<file path="src/rtl/alu_fpu.sv">
// alu_fpu: execute-stage datapath for the multi-cycle DLX core.
// - Integer ALU on the GP buses.
// - Integer multiply, or pass-through, on the FP buses.
// - Branch-condition flags.
// Every result is registered once, so the controller sees it one cycle
// after the operands were presented.
module alu_fpu #(
    parameter int WIDTH = 32
) (
    input  logic             clk,
    input  logic             reset,
    input  logic [WIDTH-1:0] busA,
    input  logic [WIDTH-1:0] busB,
    input  logic [3:0]       ALUctrl,
    input  logic [WIDTH-1:0] fbusA,
    input  logic [WIDTH-1:0] fbusB,
    input  logic             FPUctrl,
    input  logic             isMult,
    output logic [WIDTH-1:0] ALUout,
    output logic [WIDTH-1:0] FPUout,
    output logic             gp_branch,
    output logic             fp_branch
);

    localparam logic [3:0] OP_ADD  = 4'd0;
    localparam logic [3:0] OP_SUB  = 4'd1;
    localparam logic [3:0] OP_AND  = 4'd2;
    localparam logic [3:0] OP_OR   = 4'd3;
    localparam logic [3:0] OP_XOR  = 4'd4;
    localparam logic [3:0] OP_SLL  = 4'd5;
    localparam logic [3:0] OP_SRL  = 4'd6;
    localparam logic [3:0] OP_SRA  = 4'd7;
    localparam logic [3:0] OP_SEQ  = 4'd8;
    localparam logic [3:0] OP_SNE  = 4'd9;
    localparam logic [3:0] OP_SLT  = 4'd10;
    localparam logic [3:0] OP_SGT  = 4'd11;
    localparam logic [3:0] OP_SLE  = 4'd12;
    localparam logic [3:0] OP_SGE  = 4'd13;
    localparam logic [3:0] OP_SLTU = 4'd14;
    localparam logic [3:0] OP_LHI  = 4'd15;

    localparam logic [WIDTH-1:0] ONE  = {{(WIDTH-1){1'b0}}, 1'b1};
    localparam logic [WIDTH-1:0] ZERO = '0;

    logic [WIDTH-1:0]   and_vec;
    logic [WIDTH-1:0]   or_vec;
    logic [WIDTH-1:0]   xor_vec;
    logic [4:0]         shamt;
    logic               eq_flag;
    logic               lt_signed;
    logic               lt_unsigned;
    logic [WIDTH-1:0]   alu_next;
    logic [2*WIDTH-1:0] ext_a;
    logic [2*WIDTH-1:0] ext_b;
    logic [2*WIDTH-1:0] product;
    logic [WIDTH-1:0]   unused_prod_hi;
    logic [WIDTH-1:0]   fpu_next;
    logic [WIDTH-1:0]   alu_out_reg;
    logic [WIDTH-1:0]   fpu_out_reg;
    logic               gp_branch_reg;
    logic               fp_branch_reg;

    // Bitwise logic operations, built one bit slice at a time.
    generate
        for (genvar gi = 0; gi < WIDTH; gi++) begin : g_logic
            assign and_vec[gi] = busA[gi] & busB[gi];
            assign or_vec[gi]  = busA[gi] | busB[gi];
            assign xor_vec[gi] = busA[gi] ^ busB[gi];
        end
    endgenerate

    // Shifts use only the low five bits of B; the upper bits are ignored.
    assign shamt       = busB[4:0];
    assign eq_flag     = (busA == busB);
    assign lt_signed   = ($signed(busA) < $signed(busB));
    assign lt_unsigned = (busA < busB);

    // ALU result select; every encoding is defined, so nothing can go X.
    always_comb begin
        alu_next = ZERO;
        unique case (ALUctrl)
            OP_ADD:  alu_next = busA + busB;
            OP_SUB:  alu_next = busA - busB;
            OP_AND:  alu_next = and_vec;
            OP_OR:   alu_next = or_vec;
            OP_XOR:  alu_next = xor_vec;
            OP_SLL:  alu_next = busA << shamt;
            OP_SRL:  alu_next = busA >> shamt;
            OP_SRA:  alu_next = $unsigned($signed(busA) >>> shamt);
            OP_SEQ:  alu_next = eq_flag ? ONE : ZERO;
            OP_SNE:  alu_next = eq_flag ? ZERO : ONE;
            OP_SLT:  alu_next = lt_signed ? ONE : ZERO;
            OP_SGT:  alu_next = (!lt_signed && !eq_flag) ? ONE : ZERO;
            OP_SLE:  alu_next = (lt_signed || eq_flag) ? ONE : ZERO;
            OP_SGE:  alu_next = lt_signed ? ZERO : ONE;
            OP_SLTU: alu_next = lt_unsigned ? ONE : ZERO;
            OP_LHI:  alu_next = {busB[15:0], {(WIDTH-16){1'b0}}};
            default: alu_next = ZERO;
        endcase
    end

    // Operand extension follows MULT/MULTU so the full 64-bit product is
    // correct, even though only the low word is exported today.
    assign ext_a          = FPUctrl ? {{WIDTH{1'b0}}, fbusA} : {{WIDTH{fbusA[WIDTH-1]}}, fbusA};
    assign ext_b          = FPUctrl ? {{WIDTH{1'b0}}, fbusB} : {{WIDTH{fbusB[WIDTH-1]}}, fbusB};
    assign product        = ext_a * ext_b;
    assign unused_prod_hi = product[2*WIDTH-1:WIDTH];

    // FPU result select: multiply low word or pass-through of operand A.
    always_comb begin
        fpu_next = fbusA;
        if (isMult) begin
            fpu_next = product[WIDTH-1:0];
        end
    end

    // Output registers; reset clears all of them and overrides any operation.
    always_ff @(posedge clk) begin
        if (reset) begin
            alu_out_reg   <= ZERO;
            fpu_out_reg   <= ZERO;
            gp_branch_reg <= 1'b0;
            fp_branch_reg <= 1'b0;
        end else begin
            alu_out_reg   <= alu_next;
            fpu_out_reg   <= fpu_next;
            gp_branch_reg <= (busA == ZERO);
            fp_branch_reg <= (fbusA != ZERO);
        end
    end

    assign ALUout    = alu_out_reg;
    assign FPUout    = fpu_out_reg;
    assign gp_branch = gp_branch_reg;
    assign fp_branch = fp_branch_reg;

endmodule

</file>
<file path="config.mk">
export PLATFORM = sky130hd
export DESIGN_NAME = alu_fpu
export DESIGN_NICKNAME = d
export VERILOG_FILES = /design/src/rtl/alu_fpu.sv
export SDC_FILE = /design/constraint.sdc
export NUM_CORES = 2
export LEC_CHECK = 0
export ABC_AREA = 1
export ABC_CLOCK_PERIOD_IN_PS = 8670
export BUFFER_PORTS_ARGS = -buffer_cell sky130_fd_sc_hd__buf_2
export CORE_MARGIN = 5
export CORE_UTILIZATION = 30
export CTS_CLUSTER_SIZE = 25
export DETAILED_ROUTE_END_ITERATION = 8
export PLACE_DENSITY = 0.55
export SYNTH_ARGS = -nofsm -noshare
export SYNTH_HDL_FRONTEND = slang
export SYNTH_SLANG_ARGS = --single-unit
</file>
<file path="constraint.sdc">
create_clock -name clk -period 8.67 [get_ports clk]
set_input_delay 0 -clock clk [delete_from_list [all_inputs] [get_ports clk]]
set_output_delay 0 -clock clk [all_outputs]
set_load 0.01 [all_outputs]
</file>
# Yosys cells after proc, flatten, opt, wreduce, memory -nomap -nowiden
# Index checks and enable logic that the tools add are counted.
# totals
reg_bits,66
out_inout_bits,66
elab_cells,142
# classes
addsub,2
n_mul,1
order_cmp,2
n_eq_ne,16
shift,3
mux,11
bitwise,96
reduce_logical,7
# ops
cell,n
32-bit one-hot mux with 16 select lines,1
64-bit two-way mux,2
32-bit < comparator,2
64-bit by 64-bit multiplier with 32-bit output,1
32-bit adder,1
1-bit bitwise AND,32
32-bit equality test,1
"4-bit equality test, second input constant",8
32-bit zero test,1
32-bit two-way mux,1
1-bit OR,32
32-bit nonzero test,1
32-bit by 5-bit left shift with 32-bit output,1
32-bit by 5-bit >> shifter with 32-bit output,1
32-bit by 5-bit >>> shifter with 32-bit output,1
32-bit subtractor,1
1-bit bitwise XOR,32
"4-bit by 3-bit equality test with 1-bit output, second input constant",4
"4-bit by 2-bit equality test with 1-bit output, second input constant",2
1-bit two-way mux,7
"4-bit by 1-bit equality test with 1-bit output, second input constant",1
4-bit zero test,1
1-bit zero test,2
1-bit logical AND,1
1-bit logical OR,1

# Logic depth before layout (Yosys ltp)
# depth
depth_word,5
ltp_mapped,35
depth_no_buf,33

# Least setup slack after synthesis
# No wires, ideal clock.
# synth_timing
kind,input-to-reg
from,input port fbusB[3]
to,"register fpu_out_reg[29], in the netlist FPUout[29]"
t_arrival_ns,6.112
path_slack_ns,2.442
path_stages,28
cell_sequence,clkbuf_1 > buf_1 > nand2_1 > inv_1 > fa_1 > inv_1 > fa_1 > fa_1 > fa_1 > inv_1 > fa_1 > inv_1 > fa_1 > inv_1 > fa_1 > fa_1 > ha_1 > nand2_1 > nor2_1 > inv_1 > nor3_1 > nand3_1 > nand3_1 > a21oi_1 > o21ai_0 > nor2_1 > o21ai_0 > inv_1
# synth_between
elab_chain_len,3
# synth_rtl
item,line,text
from (decl),16,"input logic [WIDTH-1:0] fbusB,"
64-bit two-way mux,105,"assign ext_b = FPUctrl ? {{WIDTH{1'b0}}, fbusB} : {{WIDTH{fbusB[WIDTH-1]}}, fbusB};"
64-bit by 64-bit multiplier with 32-bit output,106,assign product = ext_a * ext_b;
32-bit two-way mux,112,if (isMult) begin
to (signal assigned),126,fpu_out_reg <= fpu_next;
to (decl),59,logic [WIDTH-1:0] fpu_out_reg;
# No other way between the ends.
# A chain may end at the register's enable or synchronous reset.

# Final worst setup path
# layout_timing
from,input port fbusB[7]
to,"register fpu_out_reg[27], in the netlist FPUout[27]"
# The elaborated chain is that of the path after synthesis.

==> run_results.csv <==
group,metric,value,unit
detailed_routing,dr_total_vias,27413,
worst_setup_path,cp.arrival,6.82,ns
timing,post-route-min-period,6.56,ns
detailed_routing,wl_met2,48800,um
floorplanning,die_area,100000,um^2
worst_setup_path,crit_path_max_incr_delay,0.60,ns
clock_tree,postCtsHoldBufs,3,
hold_path,hold_path_class,"in -> reg",
clock_tree,cts.sinks,66,
global_routing,grt.overflow.total,0,
detailed_routing,drc,0,
clock_tree,cts_resized,0,
worst_setup_path,worstPathRequired,8.93,ns
yosys,syn_avg_cell_area,6.59,um^2
timing,hold_viol,0,
place,hpwl,88800,um
global_routing,grt_start_max_net_pins,72,
flow_run,max-cap-violations,0,
detailed_routing,post_drt_via_cell_ratio,4.93,
timing,rsz0062_at_grt,"false",
final_layout,fillers,10219,
place,place_congestion,0.983,
detailed_routing,first_iter_violations,2461,
detailed_routing,wl_per_cell,19.8,um
detailed_routing,top_layer,"met5",
global_routing,grt_antenna_before_repair,17,
detailed_routing,first_pass_iters,6,
worst_setup_path,critPathLaunchType,"input pin",
yosys,synth_edf_count,0,
worst_setup_path,slowest_stage,"buf_2",
detailed_routing,ant_nets,0,
detailed_routing,route.met3.wl,9410,um
worst_setup_path,worstPathMaxFanout,26,
timing,hold_ws,0.0450,ns
clock_tree,cts_tree,"done",
global_routing,grt_pass1_wl,168000,um
status,status,"completed",
clock_tree,cts_buffers,9,
worst_setup_path,end_kind,"register",
timing,drv_slew,0,
clock_tree,clkTransAtPathRegs,0.06,ns
detailed_routing,totalWireLength,110000,um
place,place_ws,1.80,ns
timing,fin_crit_sh,0.757,
floorplanning,num_rows,112,
yosys,syn_nets,5041,
yosys,synthCells,4275,
detailed_routing,wl_met1,47500,um
clock_tree,postCtsSetupBuffers,0,
worst_setup_path,crit_top_cell,"fa_1",
timing,setup-violations-final,0,
clock_tree,cts_root_buf,"clkbuf_16",
final_layout,area_growth_syn_to_layout,7.31,%
yosys,syn_area,28200,um^2
yosys,synth_ff_type,"dfxtp_1",
yosys,synthArstFlopShare,0,
timing,fin_ws,2.11,ns
global_routing,track_usage,0.220,
timing,maxSlewHeadroom,0.242,
floorplanning,initial_core_util,0.302,
yosys,synth_seq_cells,66,
worst_setup_path,crit_type,"in -> reg",
floorplanning,coreArea,93200,um^2
floorplanning,io_pins,202,
floorplanning,dieWidth,316,um
yosys,ys_types,74,
worst_setup_path,cp_num_buf_inv,7,
global_routing,grt_pass1_vias,27371,
clock_tree,clockBufferDepth,2,
timing,tightest_slew,1.13,ns
timing,fmax,152,MHz
final_layout,drive_gt1_frac,0.0763,
place,io_buffers,200,
yosys,yosysSeqAreaShare,0.0469,
worst_setup_path,critPathTopFamily,"adder cells",
final_layout,fin_nets,5061,
timing,setup-tns-final,0,ns
yosys,synth_warnings,0,
floorplanning,fp.dieH,316,um
clock_tree,htreeDepth,3,
[cells by family after synthesis]
logic type	after synthesis	share of synthesized area
simple gates	1659	0.241
buf+inv	1240	0.174
fa+ha+maj	630	0.389
compound gates	624	0.131
flops	66	0.0469
xor+xnor	47	0.0149
mux	9	0.00320
[cell usage after synthesis (all sizes together), types with 14 or more instances]
master	n	share of area
o21bai	14	0.0037
dfxtp	66	0.047
nand4	34	0.0076
a21oi	186	0.035
nand2	1178	0.16
nand3	146	0.026
o21ai	281	0.052
inv	1020	0.14
o21a	16	0.0043
o211ai	30	0.0080
buf	119	0.024
nor4	20	0.0050
o22ai	19	0.0044
clkbuf	97	0.013
nor3	26	0.0052
ha	220	0.098
fa	410	0.29
xor2	36	0.011
nor2	231	0.033
[worst paths after layout]
path	from	end	slack, ns	depth (start not counted)
min	fbusA[30]	FPUout[30]$_SDFF_PP0_	0.05	5
max	fbusB[7]	FPUout[27]$_SDFF_PP0_	2.11	25
[routing by layer]
layer	vias up	global-route usage
met5	-	0
met4	16	0.0704
met3	232	0.0422
met2	1161	0.352
met1	13059	0.301
li1	12945	-
[metrics by stage]
stage | cells | area (um^2) | utilization
floorplan | 4275 | 28200 | -
CTS | 5553 | 30200 | 0.324
detailed placement | 5535 | 29900 | 0.320
finish | 5560 | 30200 | 0.324
global route | 5554 | 30200 | 0.324
global placement | 5535 | 29900 | 0.320
[placed cells by master (no fill, tap or decap), types with 30 or more instances in the layout]
master | netlist | routed
nand2_1 | 1163 | 1163
inv_1 | 1001 | 1000
fa_1 | 410 | 410
ha_1 | 220 | 220
nor2_1 | 219 | 218
buf_2 | 66 | 200
o21ai_0 | 194 | 194
a21oi_1 | 174 | 174
nand3_1 | 146 | 146
o21ai_1 | 74 | 74
dfxtp_1 | 66 | 66
xor2_1 | 35 | 35
nand4_1 | 34 | 34
o211ai_1 | 30 | 30
[cell type report]
type	count	area, um^2	area share
well taps	1254	1570	0.0519
diodes	7	17.5	0.000580
repair buffers	225	1200	0.0396
clock buffers	9	225	0.00745
flip-flops and latches	66	1320	0.0437
inverters	1024	3850	0.127
multi-input cells	2969	21900	0.726
clock inverters	6	92.6	0.00306
Power is left out: the tool's default activity adds up to more than one toggle a clock period on the data nets, which glitch-free logic cannot reach.
